<file path="src/rtl/los_biphase_tx.sv">
// LOS downlink serializer: bytes out MSB-first as NRZ SDAT, mid-bit SCLK and biphase-mark.
// Define LOS_CRC_EN to append a CRC-16-CCITT trailer (high byte, then low byte) to each frame.
module los_biphase_tx #(
  parameter int unsigned BIT_CYCLES = 32,
  parameter logic [7:0]  FILL_BYTE  = 8'h00,
  parameter int unsigned UCNT_W     = 8
) (
  input  logic              clk_i,
  input  logic              rst_n_i,
  input  logic              en_i,
  input  logic [7:0]        dat_i,
  input  logic              dat_valid_i,
  input  logic              dat_last_i,
  output logic              dat_ready_o,
  output logic              SDAT,
  output logic              SCLK,
  output logic              BIPHASE,
  output logic              busy_o,
  output logic              underrun_o,
  output logic [UCNT_W-1:0] ucount_o
);

  localparam int unsigned  PW      = (BIT_CYCLES > 1) ? $clog2(BIT_CYCLES) : 1;
  localparam logic [PW-1:0] PH_LAST = PW'(BIT_CYCLES - 1);
  localparam logic [PW-1:0] PH_MID  = PW'(BIT_CYCLES / 2);
  localparam logic [PW-1:0] PH_PRE  = PW'(BIT_CYCLES / 2 - 1);

  generate
    if (BIT_CYCLES < 4 || (BIT_CYCLES % 2) != 0) begin : g_bad_bit_cycles
      $error("los_biphase_tx: BIT_CYCLES must be even and >= 4");
    end
  endgenerate

  typedef enum logic [1:0] {StOff, StFill, StData, StCrc} state_e;

  state_e            r_state;
  logic [PW-1:0]     r_phase;
  logic [2:0]        r_bit;
  logic [7:0]        r_shift;
  logic              r_bp;
  logic              r_under;
  logic              r_open;
  logic [UCNT_W-1:0] r_ucnt;

  logic       w_b;
  logic       w_accept;
  logic       w_crc_pend;
  logic [7:0] w_crc_byte;

  assign w_b = (r_state == StOff) || ((r_phase == PH_LAST) && (r_bit == 3'd7));
  // Reset term keeps ready low while reset is held, even though OFF is a boundary.
  assign dat_ready_o = w_b & en_i & rst_n_i & ~w_crc_pend;
  assign w_accept    = dat_ready_o & dat_valid_i;

`ifdef LOS_CRC_EN
  logic [15:0] r_crc;
  logic [1:0]  r_crc_left;

  function automatic logic [15:0] crc_step(input logic [15:0] c, input logic [7:0] d);
    logic [15:0] x;
    x = c;
    for (int i = 7; i >= 0; i--) begin
      x = (x[15] ^ d[i]) ? ((x << 1) ^ 16'h1021) : (x << 1);
    end
    return x;
  endfunction

  assign w_crc_pend = (r_crc_left != 2'd0);
  assign w_crc_byte = (r_crc_left == 2'd2) ? r_crc[15:8] : r_crc[7:0];

  // A byte accepted outside an open frame starts a new frame and reseeds the CRC.
  always_ff @(posedge clk_i or negedge rst_n_i) begin
    if (!rst_n_i) begin
      r_crc      <= 16'hFFFF;
      r_crc_left <= 2'd0;
    end else if (w_b) begin
      if (!en_i) begin
        r_crc_left <= 2'd0;
      end else if (w_crc_pend) begin
        r_crc_left <= r_crc_left - 2'd1;
      end else if (w_accept) begin
        r_crc <= crc_step(r_open ? r_crc : 16'hFFFF, dat_i);
        if (dat_last_i) r_crc_left <= 2'd2;
      end else if (r_open) begin
        r_crc <= crc_step(r_crc, FILL_BYTE);
      end
    end
  end
`else
  assign w_crc_pend = 1'b0;
  assign w_crc_byte = FILL_BYTE;
`endif

  always_ff @(posedge clk_i or negedge rst_n_i) begin
    if (!rst_n_i) begin
      r_state <= StOff;
      r_phase <= '0;
      r_bit   <= '0;
      r_shift <= '0;
      r_bp    <= 1'b0;
      r_under <= 1'b0;
      r_open  <= 1'b0;
      r_ucnt  <= '0;
    end else begin
      r_under <= 1'b0;
      if (w_b) begin
        r_phase <= '0;
        r_bit   <= '0;
        if (!en_i) begin
          r_state <= StOff;
          r_shift <= '0;
          r_open  <= 1'b0;
        end else begin
          r_bp <= ~r_bp;
          if (w_crc_pend) begin
            r_state <= StCrc;
            r_shift <= w_crc_byte;
          end else if (w_accept) begin
            r_state <= StData;
            r_shift <= dat_i;
            r_open  <= ~dat_last_i;
          end else begin
            r_shift <= FILL_BYTE;
            if (r_open) begin
              r_state <= StData;
              r_under <= 1'b1;
              if (r_ucnt != {UCNT_W{1'b1}}) r_ucnt <= r_ucnt + UCNT_W'(1);
            end else begin
              r_state <= StFill;
            end
          end
        end
      end else if (r_phase == PH_LAST) begin
        r_phase <= '0;
        r_bit   <= r_bit + 3'd1;
        r_shift <= {r_shift[6:0], 1'b0};
        r_bp    <= ~r_bp;
      end else begin
        r_phase <= r_phase + PW'(1);
        if ((r_phase == PH_PRE) && r_shift[7]) r_bp <= ~r_bp;
      end
    end
  end

  assign SDAT       = r_shift[7];
  assign SCLK       = (r_state != StOff) && (r_phase >= PH_MID);
  assign BIPHASE    = r_bp;
  assign busy_o     = (r_state == StData) || (r_state == StCrc);
  assign underrun_o = r_under;
  assign ucount_o   = r_ucnt;

endmodule
</file>
<file path="config.mk">
export PLATFORM = sky130hd
export DESIGN_NAME = los_biphase_tx
export DESIGN_NICKNAME = d
export VERILOG_FILES = /design/src/rtl/los_biphase_tx.sv
export SDC_FILE = /design/constraint.sdc
export NUM_CORES = 1
export LEC_CHECK = 0
export ABC_AREA = 1
export CAP_MARGIN = 10
export CORE_MARGIN = 5
export CORE_UTILIZATION = 56
export DETAILED_ROUTE_END_ITERATION = 16
export GPL_ROUTABILITY_DRIVEN = 0
export PLACE_DENSITY_LB_ADDON = 0.12
export SLEW_MARGIN = 15
export SYNTH_ARGS = -nofsm -noshare
export SYNTH_HDL_FRONTEND = slang
export SYNTH_SLANG_ARGS = --single-unit
</file>
<file path="constraint.sdc">
create_clock -name clk_i -period 4.42 [get_ports clk_i]
set_clock_uncertainty 0.15 [all_clocks]
set_input_delay 0.663 -clock clk_i [delete_from_list [all_inputs] [get_ports clk_i]]
set_output_delay 0.663 -clock clk_i [all_outputs]
set_load 0.01 [all_outputs]
</file>
==> summary.txt, run 1 <==
Detailed routing
  – WL/cell: 12.35 um
  – Via count: 1344
  – Vias/cell: 5.130
  – # DRC: 0
  – Initial DRC Count: 72
  – Drt first pass iters: 4
  – WL final: 3236 um
  – Post-DRT Antenna Nets: 0

STA
  – Final worst slack: 1.033 ns
  – Final Setup Violations: 0
  – Max-slew violations: 0
  – Final Critical Period: 3.387 ns
  – Hold Violations, Final: 0
  – Fmax: 295.3 MHz
  – Hold WS: 0.3242 ns
  – Setup TNS: 0 ns
  – RSZ-0062 raised after global routing: false
  – Final worst-path cycle share: 76.62%
  – Worst slew margin: 73.15%
  – Tightest Pin Transition: 0.4020 ns

Clock network
  – Post-CTS Hold Buffers: 0
  – Clock transition at path regs: 0.08 ns
  – Setup bufs post-CTS: 0
  – CTS tree: built
  – H-Tree Depth: 2
  – Num CTS Buffers: 5
  – Clock root cell: clkbuf_4
  – Clock Tree Buf Depth: 2
  – Clk sink count: 29
  – Worst skew pair latency: 0.32 ns
  – Resize count post-CTS: 0

Yosys
  – Async set-reset flop share out of synthesis: 100.0%
  – Synth Flop Type: dfrtp_1
  – Sequential share of the synthesized area: 45.14%
  – Synthesis-stage register bit count: 29
  – Syn nets: 220
  – Syn. warnings: 0
  – Share of the synthesized area in the top cell type: 45.14%
  – Avg Synthesized Cell Area: 7.999 um2
  – Cell type with the highest aggregate area in the netlist: dfrtp_1
  – Syn Std Cell Area: 1608 um2
  – Top-count cell post-synth: nand2_1
  – Synth Instances: 201
  – Commonest cells in the netlist: nand2_1 (58), nor2_1 (30), dfrtp_1 (29), inv_1 (24), nor2_2 (11)
  – Post-synth EDFFs: 0
  – Area contributors post-synth: dfrtp_1 (45%), nand2_1 (14%), nor2_1 (7.0%)
  – Cell variety after synth: 26

Floorplan
  – Die Y: 63.58 um
  – Die area: 4042 um2
  – Starting Density: 58.30%
  – Die X: 63.58 um
  – IO Pins: 27
  – Core ar.: 2758 um2
  – Rows: 19

Min path
  – Hold Path End: r_phase[0]$_DFF_PN0_
  – Hold WC Path Type: flip-flop to flip-flop
  – Hold depth: 1
  – Hold Crit Start: r_phase[0]$_DFF_PN0_

Global routing
  – Gr usage total: 18.34%
  – Initial antenna violation count: 0
  – Largest net degree at the start of global routing: 32
  – Global-route wire length before repair: 5961 um
  – Total gr overflow: 0
  – Vias in the first global route: 1315

Power
  – Int Power: 350.5 uW
  – Switching share of power: 21.23%
  – Sequential fraction of design power: 59.6%
  – Max VDD drop: 0.2026 mV
  – Comb power frac: 4.5%
  – Overall Power: 444.9 uW
  – Sw Pwr: 94.43 uW
  – Power share of the clock group: 35.9%
  – Power per Cell Area: 228.8 nW/um2
  – P_leak: 0.0009817 uW

Critical path
  – Worst reg2reg setup slack: 2.02 ns
  – Required @ worst endpoint: 3.61 ns
  – Reg-to-Reg End: ucount_o[6]$_DFFE_PN0P_
  – Worst Setup End Kind: output port
  – R2R cell count: 10
  – Crit-path slowest cell: clkdlybuf4s50_1
  – Cell breakdown of the critical path: ha_1 > nand2_1 > nor2_1 > ha_1 > nand2_2 > o21ai_4 > nand2_4 > nor2_1 > clkdlybuf4s50_1
  – Max FO, Critical Path: 9
  – Worst Setup Start Kind: flip-flop
  – Worst path arrival time: 2.57 ns
  – Worst R2R Start: r_phase[0]$_DFF_PN0_
  – CP Class: flip-flop to output port
  – Slowest stage delay, CP: 0.55 ns

Cells and area
  – NumNets Final: 250
  – FILL cells: 241
  – N_diodes: 0
  – Layout area overhead: 20.93%
  – Multi-input combinational cell area: 763.2 um2
  – Layout cell share with drive strength beyond 1: 11.26%
  – Reg area: 725.7 um2

Placement
  – Post-place setup slack: 1.313 ns
  – Port Buffers: 26
  – DP Wirelength: 2379 um

Outcome
  – Status: complete, no violations

Run
  – Max Cap Viol: 0
[layer usage]
layer,track usage [%],vias to the layer above,wire [um]
met5,0,-,0
met3,5.506,5,165
met4,6.753,0,46
li1,-,686,-
met1,22.80,623,1434
met2,29.82,30,1589
[worst max-delay path: cells and delay by family (launching register included)]
| kind | cells | cell delay [ns] |
|---|---|---|
| and+or+nand+nor | 5 | 0.64 |
| buffers and inverters | 1 | 0.55 |
| adders and majority gates | 2 | 0.53 |
| DFF | 1 | 0.38 |
| AOI/OAI and AO/OA | 1 | 0.16 |
[cell type report]
type	instances	share of cell area, %
timing repair buffer	27	13.77
tap	31	1.995
inverter	25	4.826
clock buffer	7	2.831
sequential	29	37.32
multi-input combinational	143	39.25
[sequential cells by signal, indices dropped and copies added, names as in the netlist]
| register | cells |
|---|---|
| r_state | 2 |
| r_shift | 8 |
| r_bit | 3 |
| r_open | 1 |
| ucount_o | 8 |
| underrun_o | 1 |
| r_phase | 5 |
| BIPHASE | 1 |
[cells by family (layout without fill, tap and decap cells)]
kind of cell / after synthesis / count (layout) / share of synthesized area, %
xor+xnor: 3 / 3 / 1.635
simple gates: 120 / 120 / 35.95
flops: 29 / 29 / 45.14
compound gates: 14 / 14 / 5.214
fa+ha+maj: 6 / 6 / 4.669
buf+inv: 29 / 59 / 7.393
[per-stage QoR]
stage | util, % | std cells | instance area, um2
floorplan | - | 201 | 1608
global placement | 68.51 | 255 | 1889
detailed placement | 68.51 | 255 | 1889
CTS | 70.51 | 262 | 1944
global route | 70.51 | 262 | 1944
finish | 70.51 | 262 | 1944
[worst max-delay path by stage]
| stage | from | cells after the start | slack (ns) | to |
|---|---|---|---|---|
| 2_1_floorplan | r_phase[0]$_DFF_PN0_ | 8 | 2.09 | dat_ready_o |
| 3_3_place_gp | rst_n_i | 5 | 1.34 | dat_ready_o |
| 3_5_place_dp | rst_n_i | 5 | 1.31 | dat_ready_o |
| 4_1_cts | r_phase[0]$_DFF_PN0_ | 9 | 1.01 | dat_ready_o |
| 5_1_grt | r_phase[0]$_DFF_PN0_ | 9 | 0.87 | dat_ready_o |
| 6_report | r_phase[0]$_DFF_PN0_ | 9 | 1.03 | dat_ready_o |
[cells in the final DEF, fill, tap and decap left out, drive strengths merged, types with 3 or more instances in the layout]
| cell type | Yosys | final |
|---|---|---|
| inv | 25 | 25 |
| clkbuf | 1 | 7 |
| clkdlybuf4s50 | 0 | 26 |
| ha | 6 | 6 |
| a21oi | 3 | 3 |
| nand4 | 10 | 10 |
| nand3 | 6 | 6 |
| nor2 | 42 | 42 |
| dfrtp | 29 | 29 |
| nand2 | 60 | 60 |
| o21ai | 10 | 10 |
[power groups by stage]
stage          clock [uW]  combinational (uW)  sequential (uW)
2_1_floorplan           0                2.13              270
3_3_place_gp            0                19.8              270
3_5_place_dp            0                20.4              270
4_1_cts               165                20.5              265
5_1_grt               179                22.4              265
6_report              160                20.0              265
Power figures use the tool's default switching activity.
==> inputs of run 2 (changes only) <==
--- a/config.mk
+++ b/config.mk
@@ -8,7 +8,7 @@
 export ABC_AREA = 1
 export CAP_MARGIN = 10
 export CORE_MARGIN = 5
-export CORE_UTILIZATION = 56
+export CORE_UTILIZATION = 52
 export DETAILED_ROUTE_END_ITERATION = 16
 export GPL_ROUTABILITY_DRIVEN = 0
 export PLACE_DENSITY_LB_ADDON = 0.12
==> constraint.sdc (replaced) <==
create_clock -name clk_i -period 3.2 [get_ports clk_i]
set_clock_uncertainty 0.15 [all_clocks]
set_input_delay 0.48 -clock clk_i [delete_from_list [all_inputs] [get_ports clk_i]]
set_output_delay 0.48 -clock clk_i [all_outputs]
set_load 0.01 [all_outputs]
==> summary.txt, run 2 (same netlist as run 1, synthesis figures left out) <==
Cells and area
  – N_diodes: 0 (unchanged)
  – FILL cells: 253 (+5.0%)
  – Design area: 1963 um2 (+0.97%)
  – NumNets Final: 252 (+0.80%)
  – Most frequent cells in the layout: nand2_1 (58), nor2_1 (30), dfrtp_1 (29)
  – Layout cell share with drive strength beyond 1: 12.82% (+1.6 points)
  – Layout area overhead: 22.10%
  – Most common cell after layout, fill and taps aside: nand2_1

Clock network
  – Clock Tree Buf Depth: 2 (unchanged)
  – Num CTS Buffers: 5 (unchanged)
  – Clock root cell: clkbuf_4
  – Clk sink count: 29 (unchanged)
  – Worst skew pair latency: 0.32 ns (about the same)
  – CTS tree: built
  – H-Tree Depth: 2 (unchanged)
  – Clock transition at path regs: 0.10 ns (+0.02 ns)

STA
  – Final Setup Violations: 0 (unchanged)
  – Tightest Pin Transition: 0.4261 ns (+0.02417 ns)
  – Setup TNS: 0 ns (unchanged)
  – Final worst-path cycle share: 84.73%
  – Fmax: 368.8 MHz
  – Hold WS: 0.3292 ns (+0.005039 ns)
  – Final Critical Period: 2.711 ns
  – Max-slew violations: 0 (unchanged)
  – Worst slew margin: 71.54% (-1.6 points)
  – Hold Violations, Final: 0 (unchanged)
  – RSZ-0062 raised after global routing: false
  – Final worst slack: 0.4887 ns (-0.5446 ns)

Critical path
  – CP Class: flip-flop to output port
  – Crit-path slowest cell: dfrtp_1
  – Slowest stage delay, CP: 0.39 ns (-0.16 ns)
  – Delay-heaviest family, CP: simple AND/OR/NAND/NOR gates
  – Required @ worst endpoint: 2.57 ns (-1.04 ns)
  – CP dominant cell by count: nor2_1
  – Worst Setup End Kind: output port
  – Cell breakdown of the critical path: ha_1 > nand2_1 > nor2_1 > ha_2 > nand2_2 > o21ai_4 > nand2_4 > nor2_1 > dlymetal6s2s_1
  – Worst path arrival time: 2.08 ns (-0.49 ns)
  – Worst path buffer plus inverter count: 1 (unchanged)
  – Worst Setup Start Kind: flip-flop
  – Max FO, Critical Path: 9 (unchanged)

Detailed routing
  – Initial DRC Count: 103 (+43%)
  – Post-DRT Antenna Nets: 0 (unchanged)
  – # DRC: 0 (unchanged)
  – Via count: 1374 (+2.2%)
  – WL final: 3323 um (+2.7%)
  – WL/cell: 12.45 um (+0.77%)
  – Drt first pass iters: 4 (unchanged)
  – Vias/cell: 5.146 (+0.32%)

Placement
  – Post-place setup slack: 0.3651 ns (-0.9476 ns)
  – Post-DP Area: 1892 um2 (+0.13%)
  – Port Buffers: 26 (unchanged)
  – DP Wirelength: 2324 um (-2.3%)

Floorplan
  – Rows: 20 (+1)
  – Die area: 4304 um2 (+6.5%)
  – Die X: 65.61 um (+3.2%)
  – IO Pins: 27 (unchanged)
  – Die Y: 65.61 um (+3.2%)
  – Starting Density: 53.54% (-4.8 points)
  – Core ar.: 3003 um2 (+8.9%)

Run
  – Max Cap Viol: 0 (unchanged)

Global routing
  – Vias in the first global route: 1356 (+3.1%)
  – Largest net degree at the start of global routing: 31 (-3.1%)
  – Global-route wire length before repair: 5844 um (-2.0%)
  – Initial antenna violation count: 0 (unchanged)
  – Gr usage total: 17.68% (-0.65 points)
  – Total gr overflow: 0 (unchanged)

Outcome
  – Status: complete, no violations

Power
  – Max VDD drop: 0.1811 mV (-11%)
  – Overall Power: 607.7 uW (+37%)
  – P_leak: 0.001011 uW (+3.0%)
  – Power per Cell Area: 309.6 nW/um2 (+35%)

Min path
  – Hold WC Path Type: flip-flop to flip-flop
==> run 2: per-stage QoR <==
stage,std cells,util [%]
after CTS,265,64.71
after detailed placement,257,63.00
after global routing,267,65.38
final,267,65.38
after global placement,257,63.00
after floorplan,201,-
==> run 2: layout make-up <==
type	count	area (um2)	area share (%)
sequential	29	725.7	36.97
clock buffer	6	41.29	2.103
clock inverter	2	10.01	0.5099
multi-input combinational	143	765.7	39.01
timing repair buffer	29	285.3	14.53
tap	33	41.29	2.103
inverter	25	93.84	4.780
==> run 2: repair_timing <==
| action | in CTS | in global routing |
|---|---|---|
| resized for setup | 0 | 2 |
| endpoints found under the setup margin | 0 | 1 |
| hold buffers | 0 | 0 |
| buffers inserted | 0 | 2 |
==> run 2: layer usage <==
metal  up-vias  track usage, %  wire length [um]
li1        693               -                 -
met1       644           21.30              1455
met5         -               0                 0
met2        35           28.57              1666
met3         2           4.957               174
met4         0           9.326                26
==> run 2: power breakdown <==
part	switching [uW]	internal (uW)
Combinational	13.5	14.4
Clock	130	83.6
Sequential	0	366
==> run 2: path summary, 6_finish.rpt <==
path / start / cells after the start / to / slack, ns
worst max-delay path: r_phase[0]$_DFF_PN0_ / 9 / dat_ready_o / 0.49
worst min-delay path: BIPHASE$_DFFE_PN0P_ / 1 / BIPHASE$_DFFE_PN0P_ / 0.33
worst max register to register: r_phase[0]$_DFF_PN0_ / 10 / ucount_o[2]$_DFFE_PN0P_ / 0.87
worst min register to register: BIPHASE$_DFFE_PN0P_ / 1 / BIPHASE$_DFFE_PN0P_ / 0.33
max in group asynchronous: rst_n_i / 2 / ucount_o[6]$_DFFE_PN0P_ / 2.17
min in group asynchronous: rst_n_i / 2 / BIPHASE$_DFFE_PN0P_ / 0.44
